`config.mk`:
```
export PLATFORM = sky130hd
export DESIGN_NAME = byte_bus_bridge
export DESIGN_NICKNAME = d
export VERILOG_FILES = /design/src/rtl/byte_bus_pkg.sv /design/src/rtl/byte_bus_bridge.sv
export SDC_FILE = /design/constraint.sdc
export NUM_CORES = 1
export LEC_CHECK = 0
export ABC_AREA = 1
export BUFFER_PORTS_ARGS = -buffer_cell sky130_fd_sc_hd__buf_2
export CAP_MARGIN = 40
export CORE_MARGIN = 5
export CORE_UTILIZATION = 59
export CTS_BUF_LIST = sky130_fd_sc_hd__clkbuf_16
export CTS_CLUSTER_DIAMETER = 50
export DETAILED_ROUTE_END_ITERATION = 7
export PLACE_DENSITY = 0.89
export SYNTH_ARGS = -nofsm -noshare
export SYNTH_HDL_FRONTEND = slang
export SYNTH_SLANG_ARGS = --single-unit
```
`constraint.sdc`:
```
create_clock -name clk -period 4.6 [get_ports clk]
set_input_delay 0.46 -clock clk [delete_from_list [all_inputs] [get_ports clk]]
set_output_delay 0.46 -clock clk [all_outputs]
set_load 0.03 [all_outputs]
```
`src/rtl/byte_bus_pkg.sv`:
```
// Shared types and widths for the 16-bit core to 8-bit memory bridge.
package byte_bus_pkg;

    localparam int unsigned BYTE_W = 8;
    localparam int unsigned WORD_W = 16;
    localparam int unsigned CNT_W  = 4;

    typedef enum logic [1:0] {
        IDLE = 2'd0,
        LO   = 2'd1,
        HI   = 2'd2,
        RESP = 2'd3
    } bridge_state_e;

endpackage

```
`src/rtl/byte_bus_bridge.sv`:
```
// Splits 16-bit word requests into two little-endian byte accesses.
// Optional macro BYTE_BUS_BRIDGE_ALIGN_CHK_EN rejects odd word addresses.
module byte_bus_bridge
    import byte_bus_pkg::*;
#(
    parameter int unsigned WAIT_CYC = 0
) (
    input  logic              clk,
    input  logic              rst,
    input  logic              req_valid,
    output logic              req_ready,
    input  logic              req_wen,
    input  logic [WORD_W-1:0] req_addr,
    input  logic [WORD_W-1:0] req_wdata,
    output logic              rsp_valid,
    output logic [WORD_W-1:0] rsp_rdata,
    output logic              rsp_err,
    output logic [WORD_W-1:0] mem_addr,
    output logic [BYTE_W-1:0] mem_wdata,
    output logic              mem_wen,
    input  logic [BYTE_W-1:0] mem_rdata
);

    bridge_state_e     r_state, w_state_nxt;
    logic [CNT_W-1:0]  r_cnt, w_cnt_nxt;
    logic [WORD_W-1:0] r_addr, w_addr_nxt;
    logic [WORD_W-1:0] r_wdata, w_wdata_nxt;
    logic              r_wen, w_wen_nxt;
    logic [BYTE_W-1:0] r_lo, w_lo_nxt;
    logic [WORD_W-1:0] r_rsp_rdata, w_rsp_rdata_nxt;
    logic              r_req_ready, r_rsp_valid, r_rsp_err, r_mem_wen;
    logic [WORD_W-1:0] r_mem_addr, w_mem_addr_nxt;
    logic [BYTE_W-1:0] r_mem_wdata, w_mem_wdata_nxt;
    logic              w_mem_wen_nxt, w_err_nxt;
    logic              w_last, w_last_nxt, w_misalign;

    assign w_last = (r_cnt == CNT_W'(WAIT_CYC));

`ifdef BYTE_BUS_BRIDGE_ALIGN_CHK_EN
    assign w_misalign = req_addr[0];
`else
    assign w_misalign = 1'b0;
`endif

    always_ff @(posedge clk or negedge rst) begin
        if (!rst) r_state <= IDLE;
        else      r_state <= w_state_nxt;
    end

    // Next state plus the values every registered output takes in that state.
    always_comb begin
        w_state_nxt     = r_state;
        w_cnt_nxt       = r_cnt;
        w_addr_nxt      = r_addr;
        w_wdata_nxt     = r_wdata;
        w_wen_nxt       = r_wen;
        w_lo_nxt        = r_lo;
        w_rsp_rdata_nxt = r_rsp_rdata;
        w_err_nxt       = 1'b0;
        w_mem_addr_nxt  = '0;
        w_mem_wdata_nxt = '0;
        w_mem_wen_nxt   = 1'b0;

        case (r_state)
            IDLE: begin
                if (req_valid) begin
                    w_addr_nxt  = req_addr;
                    w_wdata_nxt = req_wdata;
                    w_wen_nxt   = req_wen;
                    w_cnt_nxt   = '0;
                    if (w_misalign) begin
                        w_state_nxt = RESP;
                        w_err_nxt   = 1'b1;
                    end else begin
                        w_state_nxt = LO;
                    end
                end
            end
            LO: begin
                if (w_last) begin
                    w_state_nxt = HI;
                    w_cnt_nxt   = '0;
                    if (!r_wen) w_lo_nxt = mem_rdata;
                end else begin
                    w_cnt_nxt = r_cnt + CNT_W'(1);
                end
            end
            HI: begin
                if (w_last) begin
                    w_state_nxt = RESP;
                    w_cnt_nxt   = '0;
                    if (!r_wen) w_rsp_rdata_nxt = {mem_rdata, r_lo};
                end else begin
                    w_cnt_nxt = r_cnt + CNT_W'(1);
                end
            end
            default: w_state_nxt = IDLE;
        endcase

        w_last_nxt = (w_cnt_nxt == CNT_W'(WAIT_CYC));
        case (w_state_nxt)
            LO: begin
                w_mem_addr_nxt  = w_addr_nxt;
                w_mem_wdata_nxt = w_wen_nxt ? w_wdata_nxt[BYTE_W-1:0] : '0;
                w_mem_wen_nxt   = w_wen_nxt & w_last_nxt;
            end
            HI: begin
                w_mem_addr_nxt  = WORD_W'(w_addr_nxt + WORD_W'(1));
                w_mem_wdata_nxt = w_wen_nxt ? w_wdata_nxt[WORD_W-1:BYTE_W] : '0;
                w_mem_wen_nxt   = w_wen_nxt & w_last_nxt;
            end
            default: ;
        endcase
    end

    always_ff @(posedge clk or negedge rst) begin
        if (!rst) begin
            r_cnt       <= '0;
            r_addr      <= '0;
            r_wdata     <= '0;
            r_wen       <= 1'b0;
            r_lo        <= '0;
            r_rsp_rdata <= '0;
            r_req_ready <= 1'b1;
            r_rsp_valid <= 1'b0;
            r_rsp_err   <= 1'b0;
            r_mem_addr  <= '0;
            r_mem_wdata <= '0;
            r_mem_wen   <= 1'b0;
        end else begin
            r_cnt       <= w_cnt_nxt;
            r_addr      <= w_addr_nxt;
            r_wdata     <= w_wdata_nxt;
            r_wen       <= w_wen_nxt;
            r_lo        <= w_lo_nxt;
            r_rsp_rdata <= w_rsp_rdata_nxt;
            r_req_ready <= (w_state_nxt == IDLE);
            r_rsp_valid <= (w_state_nxt == RESP);
            r_rsp_err   <= w_err_nxt;
            r_mem_addr  <= w_mem_addr_nxt;
            r_mem_wdata <= w_mem_wdata_nxt;
            r_mem_wen   <= w_mem_wen_nxt;
        end
    end

    assign req_ready = r_req_ready;
    assign rsp_valid = r_rsp_valid;
    assign rsp_rdata = r_rsp_rdata;
    assign rsp_err   = r_rsp_err;
    assign mem_addr  = r_mem_addr;
    assign mem_wdata = r_mem_wdata;
    assign mem_wen   = r_mem_wen;

endmodule
```
* Word-level counts from Yosys, hierarchy flattened *
Index checks and enable logic that the tools add are counted.

word-level totals
  flip-flop bits (word level) = 90
  word-level logic and storage cells = 47
  output and inout bits = 44
  bits of input ports = 44

cells by class
  bitwise gates (word level) = 2
  add/subtract/negate cells = 2
  reductions and logical operators = 8
  mux-type cells = 18
  equality and inequality tests = 5

operator list
  kind                     number
  $mux W16                 4
  $pmux W16 S2             1
  $add A16 B1 Y16 const B  1
  $mux W8                  2
  $pmux W8 S2              1
  $logic_not A4 Y1         2
  $mux W4                  2
  $pmux W4 S2              1
  $eq A2 B2 Y1 const B     3
  $mux W2                  3
  $pmux W2 S3              1
  $reduce_and A3 Y1        2
  $add A4 B1 Y4 const B    1
  $eq A2 B1 Y1 const B     2
  $logic_not A2 Y1         2
  $reduce_or A2 Y1         2
  $mux W1                  3
  $and A1 B1 Y1            1
  $not A1 Y1               1

* Longest topological paths before layout *
  depth after elaboration = 6
  gate-level depth with buffers = 14
  depth with buffers taken out = 13

* Worst setup path before layout *
No wires, ideal clock.

  kind = reg2reg
  start = reg r_state[0]
  end = reg r_mem_addr[6], in the netlist mem_addr[6]
  data arrival time = 2.187 ns
  clock period less this slack = 2.264 ns
  slack = 2.336 ns
  library setup time = 0.077 ns
  cell stages (with the launch flop) = 14
  data required time = 4.523 ns
  path buffers = 4
  cell sequence = dfrtp_1 > inv_1 > ha_1 > buf_6 > buf_8 > nand2_1 > o211ai_1 > nand2_1 > inv_1 > ha_1 > clkbuf_1 > buf_1 > o21ai_0 > a21oi_1

on the way
  cells in the longest elaborated chain, start to end = 4
  elaborated cells between the ends (all ways) = 12
  those cells by class = add/sub: 1; eq/ne: 4; mux: 6; reduce/logical: 1

RTL lines
  what                                                 RTL line                source
  start: declaration                                   byte_bus_bridge.sv:24   bridge_state_e r_state, w_state_nxt;
  start signal: assignment                             byte_bus_bridge.sv:47   else r_state <= w_state_nxt;
  $eq A2 B2 Y1 (tied with other cells)                 byte_bus_bridge.sv:64   case (r_state)
  $pmux W2 S3 (*)                                      byte_bus_bridge.sv:64
  via w_state_nxt[1]                                   byte_bus_bridge.sv:24
  $eq A2 B2 Y1 / $eq A2 B1 Y1 (equally long branches)  byte_bus_bridge.sv:101  case (w_state_nxt)
  $pmux W16 S2 (*)                                     byte_bus_bridge.sv:101
  via w_mem_addr_nxt[6]                                byte_bus_bridge.sv:32   logic [WORD_W-1:0] r_mem_addr, w_mem_addr_nxt;
  end signal: assignment                               byte_bus_bridge.sv:140  r_mem_addr <= w_mem_addr_nxt;
  end: declaration                                     byte_bus_bridge.sv:32

Mark *: on every way through the listed nets, which the timed path passes. The rest lies on a longest branch.
A chain may end at the register's enable or synchronous reset.

* Worst setup path in the final report *
  start = reg r_state[0]
  end = reg r_mem_addr[4], in the netlist mem_addr[4]

The elaborated chain is that of the path after synthesis.

==> out/qor.txt <==
Met2 usage: 36.47%
Worst Path Max Fanout: 25
Initial antenna violation count: 0
CTS Buffer Depth: 2
Design Area, Final: 0.004994 mm²
Yosys synthesis warning count: 0
Post_cts resized: 0
Post-synth ARST share: 100.0%
Startpoint Class: flip-flop
Power per standard cell area: 802.0 mW/mm²
GR peak layer: met2
Fin Setup TNS: 0 ps
Syn Inst Count: 428
Worst path top cell family by delay: adder cells
Critical path class: reg2reg
Slowest cell on crit path: ha_1
Largest net degree at the start of global routing: 65
Layout fillers: 540
VDD IR-drop max: 0.4087 mV
Antenna-violating nets left: 0
Clk_skew: 7.949 ps
Layout Cells excl Fill: 614
Root Driver: clkbuf_16
Seq/Total Area, Yosys: 53.13%
Core Area: 0.007137 mm²
Crit path cell chain: inv_1, ha_1, buf_4, nand2_1, o211ai_1, nand2_1, inv_1, ha_1, o21ai_0, a211oi_1
Avg Vias per Cell: 5.287
Die W: 94.79 µm
Placed Instances: 598
Period utilization: 63.40%
Hold Fails Final Rpt: 0
Max-slew headroom: 37.59%
CTS clk-pin slew, worst paths: 60 ps
#FFs+latches synth: 90
Inserted Clock Buffers: 9
Synth cell types: 38
Die H: 94.79 µm
Setup violators final: 0
Slowest stage delay, CP: 790 ps
Avg Inst Size Synth: 9.910 µm²
Initial Util: 59.43%
Vias in the first global route: 3390
IO Port Bufs: 86
Worst min-delay path category: in2async
Placed Area: 0.004698 mm²
Average wire per standard cell: 15.11 µm
Highest clock rate: 342.9 MHz
Final Max Tran Viols: 0
First-pass GRT wire length: 15450 µm
Pin slew with the least headroom to its limit: 936.2 ps
CP Buf/Inv Count: 3
GRT met3 Usage: 6.614%
Area Overhead vs Synth: 17.73%
Post-Syn Area: 0.004242 mm²
Total GRT Usage: 22.14%
RSZ-0062 raised after global routing: false
Latest clock arrival within the worst-skew pair: 330 ps
Total I/O pin count: 88
Ant. Diodes: 0
Std cell rows: 31
Most used DFF post-synth: dfrtp_1
Routed WL: 9275 µm
GPL Wtd Cong: 0.8531
Max-cap violations: 0
Syn_nets: 484
First-pass iteration count of the detailed router: 4
Crit end category: flip-flop
Via Count: 3246
Drt first-iter violations: 209
Post-CTS setup buffers: 0
DRC violations left: 0
Data arrival time of the worst path: 3150 ps
Post-synth EDFFs: 0
CTS H-tree depth: 3
GR Util met1: 27.62%
Lkg Pwr: 2.539 nW
Share of layout cells above drive strength 1: 33.98%
CTS tree: built
Final critical-path required period: 2917 ps
Clock sinks: 90
Die area: 0.008985 mm²
Total Nets Final: 566
Status: complete, no violations
Total grt overflow: 0
Dpl hpwl: 6462 µm
# hold bufs at CTS: 0
Worst Path Required: 4840 ps
==> per-stage QoR <==
stage / utilization, % / total power [mW] / setup WS (ps) / hold WS [ps]
2_1_floorplan: - / 2.814 / 2336 / 164.4
3_3_place_gp: 65.45 / 3.150 / 2004 / 461.8
3_5_place_dp: 65.83 / 3.270 / 1724 / 395.4
4_1_cts: 69.97 / 4.008 / 1707 / 42.26
5_1_grt: 69.97 / 4.296 / 1467 / 46.64
6_report: 69.97 / 4.005 / 1683 / 32.89
==> logic make-up after synthesis <==
family	share of synthesized area, %
buffers and inverters	7.522
XOR/XNOR	0.2065
multiplexers	6.372
AND/OR/NAND/NOR	20.44
flip-flops	53.13
AO/OA/AOI/OAI	8.702
other	0.08841
adder cells (fa/ha/maj)	3.540
==> report_power, final <==
part / leakage (nW) / switching, mW / internal [mW] / total, mW
logic: 1.27 / 1.40 / 0.629 / 2.03
clock network: 0.139 / 0.300 / 0.420 / 0.720
registers: 1.13 / 0.128 / 1.13 / 1.26
==> cells in the final DEF (no fill, tap or decap), types with 2 or more instances in the layout <==
master and instances:
dfrtp_1 89, nand3_1 28, clkinvlp_4 3, inv_1 47, nand2_1 86, nand4_1 3
o21ai_0 32, nand2_4 6, a21oi_2 4, o21ai_1 2, nor2_4 4, nor2_1 6
buf_2 85, buf_4 2, a21oi_1 19, mux2_2 21, ha_1 12, nor3_1 4
nor2_2 4, mux2_1 3, nand3_2 6, clkbuf_16 9, inv_2 3, o21ai_2 2
a22oi_1 2, nand2_2 20
==> synthesized netlist by cell type, drive strengths merged, types with 2 or more instances <==
cell type  count  area (µm²)
a21oi         23       130.1
a22oi          2       15.01
buf           11       112.6
clkbuf         6       22.52
dfrtp         89        2227
ha            12       150.1
inv           49       183.9
mux2          24       270.3
nand2        113       535.5
nand3         34       200.2
nand4          3       18.77
nor2          14       92.58
nor3           4       20.02
o21ai         36       187.7
==> layout make-up <==
type	instances	area, µm²	share of cell area, %
Sequential cell	90	2253	45.13
Multi-Input combinational cell	272	1669	33.43
Timing Repair Buffer	88	467.9	9.371
Clock buffer	9	225.2	4.510
Inverter	49	183.9	3.683
Tap cell	99	123.9	2.481
Clock inverter	7	70.07	1.403
==> worst paths after layout <==
check,from,slack (ps),depth (start not counted),end
max,r_state[0],1680,10,mem_addr[4]
min,rst,30,1,r_lo[7]
max reg2reg,r_state[0],1680,10,mem_addr[4]
min reg2reg,rsp_rdata[13],480,2,rsp_rdata[13]
max in group asynchronous,rst,3920,2,req_ready
min in group clk,req_wdata[13],380,2,r_wdata[13]
==> sequential cells by signal, indices dropped and copies added, names as in the netlist <==
signal     count
rsp_rdata     16
r_wen          1
mem_addr      16
req_ready      1
r_state        2
r_wdata       16
r_addr        16
mem_wen        1
r_cnt          4
r_lo           8
mem_wdata      8
rsp_valid      1
==> metal layers <==
layer / wire length (µm) / vias to the layer above
met5: 0 / -
met4: 156 / 0
met3: 601 / 13
met2: 4549 / 121
met1: 3968 / 1567
li1: - / 1545
No activity file was read; power rests on OpenSTA's default activity.
